### config.mk
export PLATFORM = sky130hd
export DESIGN_NAME = queue_head_pointer_table
export DESIGN_NICKNAME = d
export VERILOG_FILES = /design/src/rtl/queue_head_pointer_table.sv
export SDC_FILE = /design/constraint.sdc
export NUM_CORES = 1
export LEC_CHECK = 0
export ABC_AREA = 0
export CAP_MARGIN = 20
export CORE_MARGIN = 4
export CORE_UTILIZATION = 50
export CTS_CLUSTER_DIAMETER = 80
export DETAILED_ROUTE_END_ITERATION = 8
export PLACE_DENSITY_LB_ADDON = 0.15
export SYNTH_ARGS = -nofsm -noshare
export SYNTH_HDL_FRONTEND = slang
export SYNTH_SLANG_ARGS = --single-unit
export TNS_END_PERCENT = 100
### constraint.sdc
create_clock -name i_clk -period 3.2 [get_ports i_clk]
set_clock_uncertainty 0.2 [all_clocks]
set_input_delay 0.32 -clock i_clk [delete_from_list [all_inputs] [get_ports i_clk]]
set_output_delay 0.32 -clock i_clk [all_outputs]
set_load 0.05 [all_outputs]
### src/rtl/queue_head_pointer_table.sv
// rtl/queue_head_pointer_table.sv - per-queue head pointer table, advanced on each AXI4-Lite read
// Reads return the pre-advance {page_ptr, head_ptr} two cycles later; page wrap follows a linked next page.
module queue_head_pointer_table #(
  parameter  int NUM_EGR_PORTS           = 2,
  parameter  int NUM_QUEUES_PER_EGR_PORT = 4,
  parameter  int BYTES_PER_PAGE          = 256,
  parameter  int NUM_PAGES               = 16,
  parameter  int DATA_BYTES              = 64,
  localparam int NUM_QUEUES = NUM_EGR_PORTS * NUM_QUEUES_PER_EGR_PORT,
  localparam int WPP        = (DATA_BYTES > 0) ? BYTES_PER_PAGE / DATA_BYTES : 1,
  localparam int QL         = (NUM_QUEUES > 1) ? $clog2(NUM_QUEUES) : 1,
  localparam int WL         = (WPP > 1) ? $clog2(WPP) : 1,
  localparam int PL         = (NUM_PAGES > 1) ? $clog2(NUM_PAGES) : 1,
  localparam int DW         = PL + WL
) (
  input  logic          i_clk,
  input  logic          i_aresetn,
  input  logic          i_arvalid,
  output logic          o_arready,
  input  logic [31:0]   i_araddr,
  input  logic [2:0]    i_arprot,
  output logic          o_rvalid,
  input  logic          i_rready,
  output logic [DW-1:0] o_rdata,
  output logic [1:0]    o_rresp,
  input  logic          i_awvalid,
  output logic          o_awready,
  input  logic [31:0]   i_awaddr,
  input  logic [2:0]    i_awprot,
  input  logic          i_wvalid,
  output logic          o_wready,
  input  logic [DW-1:0] i_wdata,
  output logic          o_bvalid,
  input  logic          i_bready,
  output logic [1:0]    o_bresp,
  input  logic          i_next_page_tvalid,
  output logic          o_next_page_tready,
  input  logic [PL-1:0] i_next_page_tdata,
  input  logic [QL-1:0] i_next_page_tuser,
  output logic [31:0]   o_underflow_count
);

  if (NUM_EGR_PORTS == 0 || NUM_QUEUES_PER_EGR_PORT == 0 || BYTES_PER_PAGE == 0 ||
      NUM_PAGES == 0 || DATA_BYTES == 0 || WPP == 0 || (WPP & (WPP - 1)) != 0) begin : g_bad_params
    $error("queue_head_pointer_table: zero parameter or non power-of-two words per page");
  end

  localparam logic [WL-1:0] HEAD_LAST   = WL'(WPP - 1);
  localparam logic [1:0]    RESP_OKAY   = 2'b00;
  localparam logic [1:0]    RESP_SLVERR = 2'b10;

  logic [PL-1:0]         r_page_ptr  [NUM_QUEUES];
  logic [WL-1:0]         r_head_ptr  [NUM_QUEUES];
  logic [PL-1:0]         r_next_page [NUM_QUEUES];
  logic [NUM_QUEUES-1:0] r_next_valid;
  logic [31:0]           r_underflow_count;
  logic                  r_s1_valid;
  logic                  r_s1_err;
  logic [DW-1:0]         r_s1_data;
  logic                  r_rvalid;
  logic [1:0]            r_rresp;
  logic [DW-1:0]         r_rdata;
  logic                  r_bvalid;
  logic [1:0]            r_bresp;

  logic          w_rd_ok;
  logic [QL-1:0] w_rq;
  logic [PL-1:0] w_cur_page;
  logic [WL-1:0] w_cur_head;
  logic          w_at_last;
  logic          w_consume;
  logic          w_underflow;
  logic          w_wr_fire;
  logic          w_wr_ok;
  logic [QL-1:0] w_wq;
  logic          w_np_ok;
  logic [QL-1:0] w_nq;
  logic          w_unused;

  // The table is read and updated in the accept cycle, so back-to-back reads always see the advanced value.
  assign w_rd_ok     = i_arvalid && (i_araddr < 32'(NUM_QUEUES));
  assign w_rq        = i_araddr[QL-1:0];
  assign w_cur_page  = r_page_ptr[w_rq];
  assign w_cur_head  = r_head_ptr[w_rq];
  assign w_at_last   = (w_cur_head == HEAD_LAST);
  assign w_consume   = w_rd_ok && w_at_last && r_next_valid[w_rq];
  assign w_underflow = w_rd_ok && w_at_last && !r_next_valid[w_rq];

  assign w_wr_fire   = i_aresetn && i_awvalid && i_wvalid && !i_arvalid && !r_bvalid;
  assign w_wr_ok     = w_wr_fire && (i_awaddr < 32'(NUM_QUEUES));
  assign w_wq        = i_awaddr[QL-1:0];
  assign w_np_ok     = i_next_page_tvalid && (32'(i_next_page_tuser) < 32'(NUM_QUEUES));
  assign w_nq        = i_next_page_tuser;
  assign w_unused    = &{1'b0, i_arprot, i_awprot, i_rready};

  always_ff @(posedge i_clk) begin
    if (w_rd_ok) begin
      if (!w_at_last) begin
        r_head_ptr[w_rq] <= w_cur_head + WL'(1);
      end else begin
        r_head_ptr[w_rq] <= '0;
        if (r_next_valid[w_rq]) r_page_ptr[w_rq] <= r_next_page[w_rq];
      end
    end
    if (w_wr_ok) begin
      r_page_ptr[w_wq] <= i_wdata[DW-1:WL];
      r_head_ptr[w_wq] <= i_wdata[WL-1:0];
    end
    if (w_np_ok) r_next_page[w_nq] <= i_next_page_tdata;
  end

  always_ff @(posedge i_clk or negedge i_aresetn) begin
    if (!i_aresetn) begin
      r_next_valid      <= '0;
      r_underflow_count <= '0;
      r_s1_valid        <= 1'b0;
      r_s1_err          <= 1'b0;
      r_s1_data         <= '0;
      r_rvalid          <= 1'b0;
      r_rresp           <= RESP_OKAY;
      r_rdata           <= '0;
      r_bvalid          <= 1'b0;
      r_bresp           <= RESP_OKAY;
    end else begin
      // A beat landing in the same cycle as a consuming read is kept: the set follows the clear.
      if (w_consume) r_next_valid[w_rq] <= 1'b0;
      if (w_np_ok)   r_next_valid[w_nq] <= 1'b1;
      if (w_underflow && (r_underflow_count != '1)) r_underflow_count <= r_underflow_count + 32'd1;
      r_s1_valid <= i_arvalid;
      r_s1_err   <= i_arvalid && !w_rd_ok;
      r_s1_data  <= w_rd_ok ? {w_cur_page, w_cur_head} : '0;
      r_rvalid   <= r_s1_valid;
      r_rresp    <= r_s1_err ? RESP_SLVERR : RESP_OKAY;
      r_rdata    <= r_s1_data;
      if (w_wr_fire) begin
        r_bvalid <= 1'b1;
        r_bresp  <= w_wr_ok ? RESP_OKAY : RESP_SLVERR;
      end else if (i_bready) begin
        r_bvalid <= 1'b0;
      end
    end
  end

  assign o_arready          = 1'b1;
  assign o_rvalid           = r_rvalid;
  assign o_rdata            = r_rdata;
  assign o_rresp            = r_rresp;
  assign o_awready          = w_wr_fire;
  assign o_wready           = w_wr_fire;
  assign o_bvalid           = r_bvalid;
  assign o_bresp            = r_bresp;
  assign o_next_page_tready = 1'b1;
  assign o_underflow_count  = r_underflow_count;

endmodule

==> metrics.csv, run 1 <==
stage;metric;value;unit
worst_setup_path;number of cells traversed by the worst register-to-register path;12;
worst_setup_path;type of origin of the critical path;primary input;
worst_setup_path;worst flop-to-flop path startpoint;r_head_ptr[7][1];
worst_hold_path;class of the worst hold path;reg2reg;
power_and_ir_drop;ratio of total power to cell area;493;mW/mm2
place;HPWL after DPL;11.8;mm
worst_setup_path;Top cell by count, worst path;buf_4;
logic_synthesis;share of the yosys chip area belonging to registers;63.6;%
finish;NumNets Final;754;
timing;slew of the pin with the lowest slew margin;0.860;ns
clocking;insertion delay of the later-clocked pin in the worst-skew pair;0.42;ns
logic_synthesis;synthesized instance count;462;
worst_setup_path;cell breakdown of the critical path;dlygate4sd2_1 -> buf_12 -> buf_4 -> nor2_1 -> a221oi_1 -> o22ai_2 -> ha_4 -> nor4bb_2 -> nand4_1 -> buf_4 -> or2_4 -> nor3b_4 -> nor2_2 -> o31ai_2 -> buf_4;
timing;total negative slack;0;ns
timing;tightest hold margin;0.146;ns
clocking;clock slew at reported path FFs;0.06;ns
finish;fraction of final layout cells sized beyond drive strength 1;20.5;%
worst_setup_path;worst-path maximum fanout;10;
detailed_routing;number of detailed-routing iterations run before antenna repair;4;
worst_setup_path;Required @ worst endpoint;3.14;ns
global_route;overall global routing resource usage;23.4;%
power_and_ir_drop;combinational power share;8.0;%
worst_setup_path;FF-to-FF setup slack;0.31;ns
timing;total count of hold-check failures in the final report;0;
clocking;count of H-tree levels built during CTS;4;
floorplan;starting utilization of the core area;52.1;%
logic_synthesis;Synth async-reset ratio;42.0;%
detailed_routing;vias after detailed routing;4624;
worst_setup_path;Largest stage delay, worst path;0.27;ns
global_route;number of global-route vias before repair;4702;
power_and_ir_drop;clock network fraction of total power;46.8;%
timing;count of final setup violators;0;
floorplan;core box area;0.0116;mm2
detailed_routing;number of violations reported at the end of detailed-routing iteration 0;354;
worst_setup_path;Setup crit start;i_araddr[0];
worst_setup_path;Worst Setup Path Type;in2reg;
power_and_ir_drop;Peak supply drop;493;uV
floorplan;area enclosed by the die boundary;0.0139;mm2
worst_setup_path;kind of end point of the critical path;flop;
worst_hold_path;Min-Delay Endpoint;o_rdata[2];
logic_synthesis;area fraction of the dominant cell type after synthesis;39.7;%
clocking;CTS Root Cell;clkbuf_16;
worst_setup_path;Worst EP arrival;3.01;ns
finish;number of diodes added for antenna fixing;0;
global_route;global route total overflow;0;
power_and_ir_drop;Internal Power;3.32;mW
timing;Achievable Freq;325;MHz
finish;growth of design area from synthesis to finish;42.4;%
logic_synthesis;number of synthesized flops with an enable pin;80;
floorplan;Chip Height;118;um
logic_synthesis;post-synth cell types;50;
detailed_routing;average vias per placed instance;5.66;
place;quantity of I/O buffers inserted on ports;127;
worst_setup_path;worst-path cell with the longest stage delay;or2_4;
place;worst setup slack after placement;-0.436;ns
logic_synthesis;largest area contributor in the netlist;edfxtp_1;
floorplan;number of ports placed on the die boundary;139;
finish;Finished Layout Cells;817;
finish;Layout Cell Area excl Fill;0.00862;mm2
place;Placer Congestion;0.901;
power_and_ir_drop;switching portion of total power;21.9;%
clocking;CTS tree;done;
timing;post-route minimum period;3.08;ns
floorplan;Horiz. Die Dim;118;um
worst_hold_path;Worst Min Path Start;r_s1_data[2];
clocking;Max clock buf depth;2;
logic_synthesis;Synth Register Bits;138;
logic_synthesis;Post-Synthesis Mean Instance Area;13.1;um2
power_and_ir_drop;overall power after layout;4.26;mW
power_and_ir_drop;total net switching power;0.933;mW
worst_hold_path;number of cells on the worst hold path;0;
logic_synthesis;most area-consuming cells after synthesis;edfxtp_1 (40%), dfrtp_1 (24%), mux4_2 (4.8%);
flow_run;max-cap viol count;0;
timing;part of the cycle the worst path needs;96.1;%
power_and_ir_drop;power share of the sequential group;45.2;%
clocking;clock sink count;138;
logic_synthesis;Netlist Area Pre-Place;0.00606;mm2
worst_setup_path;Crit path max-delay family;simple AND/OR/NAND/NOR gates;
worst_setup_path;Buffers & Inverters on Critical Path;5;
global_route;antenna violations before repair;0;
detailed_routing;average wire per cell in the routed design;19.4;um
outcome;outcome;finished, final reports clean;
timing;worst-case setup margin in the final layout;0.124;ns
detailed_routing;final wirelength;15.9;mm
place;number of cells in the design after placement;777;
worst_setup_path;RR Endpoint;r_page_ptr[1][1];
detailed_routing;antenna-violating nets left;0;
timing;Max Transition Viols Final;0;
clocking;number of buffers added by the clock tree synthesis step;17;
timing;Slew HR;42.1;%
floorplan;row count;39;
logic_synthesis;Synth warnings;0;
logic_synthesis;most used flip-flop cell after synthesis;edfxtp_1;
detailed_routing;Remaining DRCs;0;
finish;Layout Utilization;74.3;%
global_route;wire length of the first global-routing pass;25.3;mm
power_and_ir_drop;leakage power of the design;3.35;nW
place;cell area reported after detailed placement;0.00791;mm2
global_route;maximum number of pins on one net before global-route repair;59;
[cells in the mapped netlist (3+ instances only)]
cell type	n
o22ai_1	6
and3_1	8
and4_1	3
nand3_1	20
nand4_1	16
mux4_2	13
o32ai_1	3
xnor2_1	22
or3_1	3
and2_1	6
o31ai_1	3
nand2_1	39
o21ai_0	10
nor2_1	42
a221oi_1	6
nor4_1	13
a22oi_1	3
a21oi_1	9
mux2i_1	9
dfrtp_1	58
buf_4	5
nor3_1	11
a21o_1	6
mux2_2	5
buf_1	3
clkbuf_1	11
edfxtp_1	80
xor2_1	9
nand2b_1	6
inv_1	8
[timing repair]
action | CTS | global route
buffers inserted | 3 | 4
gates cloned | 0 | 0
pin swaps | 6 | 8
hold buffers | 1 | 0
endpoints found under the hold margin | 58 | 0
resized for setup | 6 | 11
setup endpoints to repair | 9 | 34
[layout by cell type, fill, tap and decap left out, types with 11 or more instances in the layout]
cell type,n
clkdlybuf4s50_1,121
edfxtp_1,80
buf_4,70
dfrtp_1,58
nor2_1,41
nand2_1,37
xnor2_1,22
nand3_1,20
clkbuf_16,17
nand4_1,16
mux4_2,13
nor4_1,13
nor3_1,11
[worst max path at each step]
stage,endpoint,cells after the start
after floorplan,r_page_ptr[1][0],13
after global placement,r_page_ptr[1][1],13
after detailed placement,o_underflow_count[31],13
after CTS,r_page_ptr[1][1],14
after global routing,o_underflow_count[31],14
final,r_page_ptr[1][1],15
[routing by layer]
layer,global-route usage (%),vias up,wire length [um]
met5,0,-,0
met4,6.01,0,198
met3,6.25,16,990
met2,38.2,178,7960
met1,31.4,2295,6730
li1,-,2135,-
[power groups by stage]
stage / Clock, mW / Sequential (mW) / Combinational (mW)
after floorplan: 0 / 1.97 / 0.121
after global placement: 0 / 1.96 / 0.325
after detailed placement: 0 / 1.96 / 0.329
after CTS: 2.02 / 1.93 / 0.335
after global routing: 2.10 / 1.93 / 0.365
final: 1.99 / 1.93 / 0.340
[flip-flops by register name, indices dropped and copies added, names as in the netlist, 6 cells and up]
signal	flops
o_underflow_count	32
r_next_page	32
r_page_ptr	32
r_head_ptr	16
r_s1_data	6
o_rdata	6
r_next_valid	8
[cells by family (layout without fill, tap and decap cells)]
group	Yosys count	after routing	share of synthesized area, %
compound gates	58	58	7.31
xor+xnor	31	31	4.48
fa+ha+maj	2	2	0.413
buf+inv	29	239	2.36
flops	138	138	63.6
mux	27	27	7.25
other cells	2	4	0.124
simple gates	175	175	14.4
[final cells by class]
cell class	instances	area, um2
clock buffers	18	429
clock inverters	14	171
fillers	818	2990
inverters	8	30.0
multi-input cells	297	2130
flip-flops and latches	138	3850
well taps	143	179
repair buffers	199	1830
(Power assumes the default switching activity.)
==> run 2: changes to the inputs <==
--- a/config.mk
+++ b/config.mk
@@ -11,6 +11,7 @@
 export CORE_UTILIZATION = 50
 export CTS_CLUSTER_DIAMETER = 80
 export DETAILED_ROUTE_END_ITERATION = 8
+export GPL_TIMING_DRIVEN = 0
 export PLACE_DENSITY_LB_ADDON = 0.15
 export SYNTH_ARGS = -nofsm -noshare
 export SYNTH_HDL_FRONTEND = slang
==> metrics.csv, run 2 (synthesis results as in run 1) <==
stage;metric;value;unit
global_route;wire length of the first global-routing pass;25.5;mm
finish;most frequent standard cell in the layout excluding fill and tap cells;clkdlybuf4s50_1;
finish;number of diodes added for antenna fixing;0;
global_route;most used routing layer in global routing;met2;
global_route;maximum number of pins on one net before global-route repair;37;
floorplan;area enclosed by the die boundary;0.0139;mm2
timing;part of the cycle the worst path needs;97.9;%
clocking;insertion delay of the later-clocked pin in the worst-skew pair;0.42;ns
place;quantity of I/O buffers inserted on ports;124;
detailed_routing;antenna-violating nets left;0;
finish;NumNets Final;726;
detailed_routing;Remaining DRCs;0;
worst_hold_path;class of the worst hold path;reg2reg;
finish;count of fill cells added during filler insertion;809;
detailed_routing;final wirelength;16.1;mm
floorplan;starting utilization of the core area;52.1;%
power_and_ir_drop;Peak supply drop;482;uV
timing;Max Transition Viols Final;0;
worst_setup_path;type of origin of the critical path;primary input;
worst_setup_path;worst-path cell with the longest stage delay;mux4_2;
power_and_ir_drop;overall power after layout;4.34;mW
global_route;overall global routing resource usage;24.0;%
worst_setup_path;Worst Setup Path Type;in2reg;
worst_setup_path;Required @ worst endpoint;3.11;ns
timing;total count of hold-check failures in the final report;0;
global_route;global route total overflow;0;
global_route;met1 Use GR;30.7;%
outcome;outcome;finished, final reports clean;
detailed_routing;number of violations reported at the end of detailed-routing iteration 0;300;
timing;Slew HR;33.1;%
power_and_ir_drop;leakage power of the design;3.25;nW
clocking;number of buffers added by the clock tree synthesis step;17;
finish;commonest cells after routing, fill and taps aside;clkdlybuf4s50_1 (122), edfxtp_1 (80), dfrtp_1 (58), nand2_1 (37), nor2_1 (33);
worst_setup_path;Buffers & Inverters on Critical Path;5;
clocking;CTS tree;done;
place;worst setup slack after placement;-1.62;ns
timing;Achievable Freq;319;MHz
finish;growth of design area from synthesis to finish;41.9;%
global_route;fraction of met2 tracks used by global routing;38.6;%
flow_run;max-cap viol count;0;
global_route;antenna violations before repair;0;
worst_setup_path;Crit path max-delay family;simple AND/OR/NAND/NOR gates;
worst_setup_path;worst flop-to-flop path startpoint;r_head_ptr[3][0];
floorplan;row count;39;
finish;fraction of final layout cells sized beyond drive strength 1;18.9;%
worst_setup_path;number of cells traversed by the worst register-to-register path;12;
worst_setup_path;Top cell by count, worst path;buf_4;
worst_setup_path;Worst EP arrival;3.04;ns
global_route;number of global-route vias before repair;4721;
floorplan;Chip Height;118;um
place;HPWL after DPL;11.7;mm
detailed_routing;number of detailed-routing iterations run before antenna repair;5;
clocking;clock slew at reported path FFs;0.06;ns
place;Placer Congestion;0.887;
worst_hold_path;number of cells on the worst hold path;0;
worst_setup_path;Largest stage delay, worst path;0.33;ns
power_and_ir_drop;ratio of total power to cell area;505;mW/mm2
timing;setup repair after global routing missed its margin;true;
worst_setup_path;worst-path maximum fanout;8;
floorplan;Horiz. Die Dim;118;um
worst_hold_path;Worst Min Path Start;r_s1_data[2];
timing;post-route minimum period;3.13;ns
worst_setup_path;cell breakdown of the critical path;buf_4 -> buf_12 -> buf_4 -> mux4_2 -> nand2_1 -> nand2_2 -> ha_2 -> nor4bb_4 -> nand4_1 -> buf_4 -> or2_4 -> nor3b_4 -> buf_4 -> nand3_1 -> o21ai_4;
floorplan;number of ports placed on the die boundary;139;
worst_setup_path;FF-to-FF setup slack;0.18;ns
clocking;count of H-tree levels built during CTS;4;
floorplan;core box area;0.0116;mm2
detailed_routing;average wire per cell in the routed design;20.4;um
detailed_routing;vias after detailed routing;4606;
worst_hold_path;Min-Delay Endpoint;o_rdata[2];
clocking;Max clock buf depth;2;
worst_setup_path;kind of end point of the critical path;flop;
global_route;met3 capacity usage during global routing;6.58;%
finish;Layout Utilization;74.0;%
timing;slew of the pin with the lowest slew margin;0.996;ns
clocking;CTS Root Cell;clkbuf_16;
clocking;clock sink count;138;
detailed_routing;average vias per placed instance;5.84;
worst_setup_path;RR Endpoint;r_page_ptr[5][0];
timing;worst-case setup margin in the final layout;0.0668;ns
timing;count of final setup violators;0;
## run 2: layout make-up
cell class              count  area [um2]  share of cell area [%]
clock buffers              22         517                    6.01
plain buffers              21         184                    2.14
well taps                 143         179                    2.08
clock inverters            10         123                    1.43
flip-flops and latches    138        3850                    44.8
inverters                   8        33.8                   0.393
repair buffers            150        1490                    17.3
multi-input cells         297        2220                    25.8
## run 2: how the worst max path moves through the flow
stage,startpoint,endpoint,depth (start not counted)
6_report,i_araddr[0],r_page_ptr[5][0],15
5_1_grt,i_aresetn,r_page_ptr[3][0],9
4_1_cts,i_araddr[0],o_underflow_count[6],15
3_5_place_dp,i_araddr[0],r_page_ptr[7][3],13
3_3_place_gp,i_aresetn,r_page_ptr[3][2],7
2_1_floorplan,i_araddr[1],r_page_ptr[1][0],13
## run 2: repair_timing
action | CTS | global route
hold buffers | 3 | 0
buffers inserted | 17 | 4
hold endpoints to repair | 22 | 0
cloned | 0 | 1
pin swaps | 10 | 6
resized for setup | 47 | 19
setup endpoints to repair | 96 | 74
## run 2: layer usage
layer  vias to the layer above  part of all wire (%)  wire length (um)
li1                       2090                     -                 -
met1                      2298                    41              6650
met2                       186                    50              8080
met3                        32                   6.1               980
met4                         0                   2.2               359
met5                         -                     0                 0
## run 2: power breakdown
part	total, mW	leakage [nW]	switching [mW]	internal [mW]
sequential	1.93	1.50	0.00829	1.92
clock	2.07	0.316	0.754	1.31
combinational	0.342	1.44	0.172	0.170
## run 2: metrics by stage
stage          hold slack [ns]  setup TNS (ns)  std cells  area, um2
2_1_floorplan           -0.176               0        464       6080
3_3_place_gp             0.132         -224.18        731       7500
3_5_place_dp             0.121         -114.26        732       7510
4_1_cts                  0.148        -0.00568        784       8480
5_1_grt                  0.155         -0.0383        789       8590
6_report                 0.146               0        789       8590
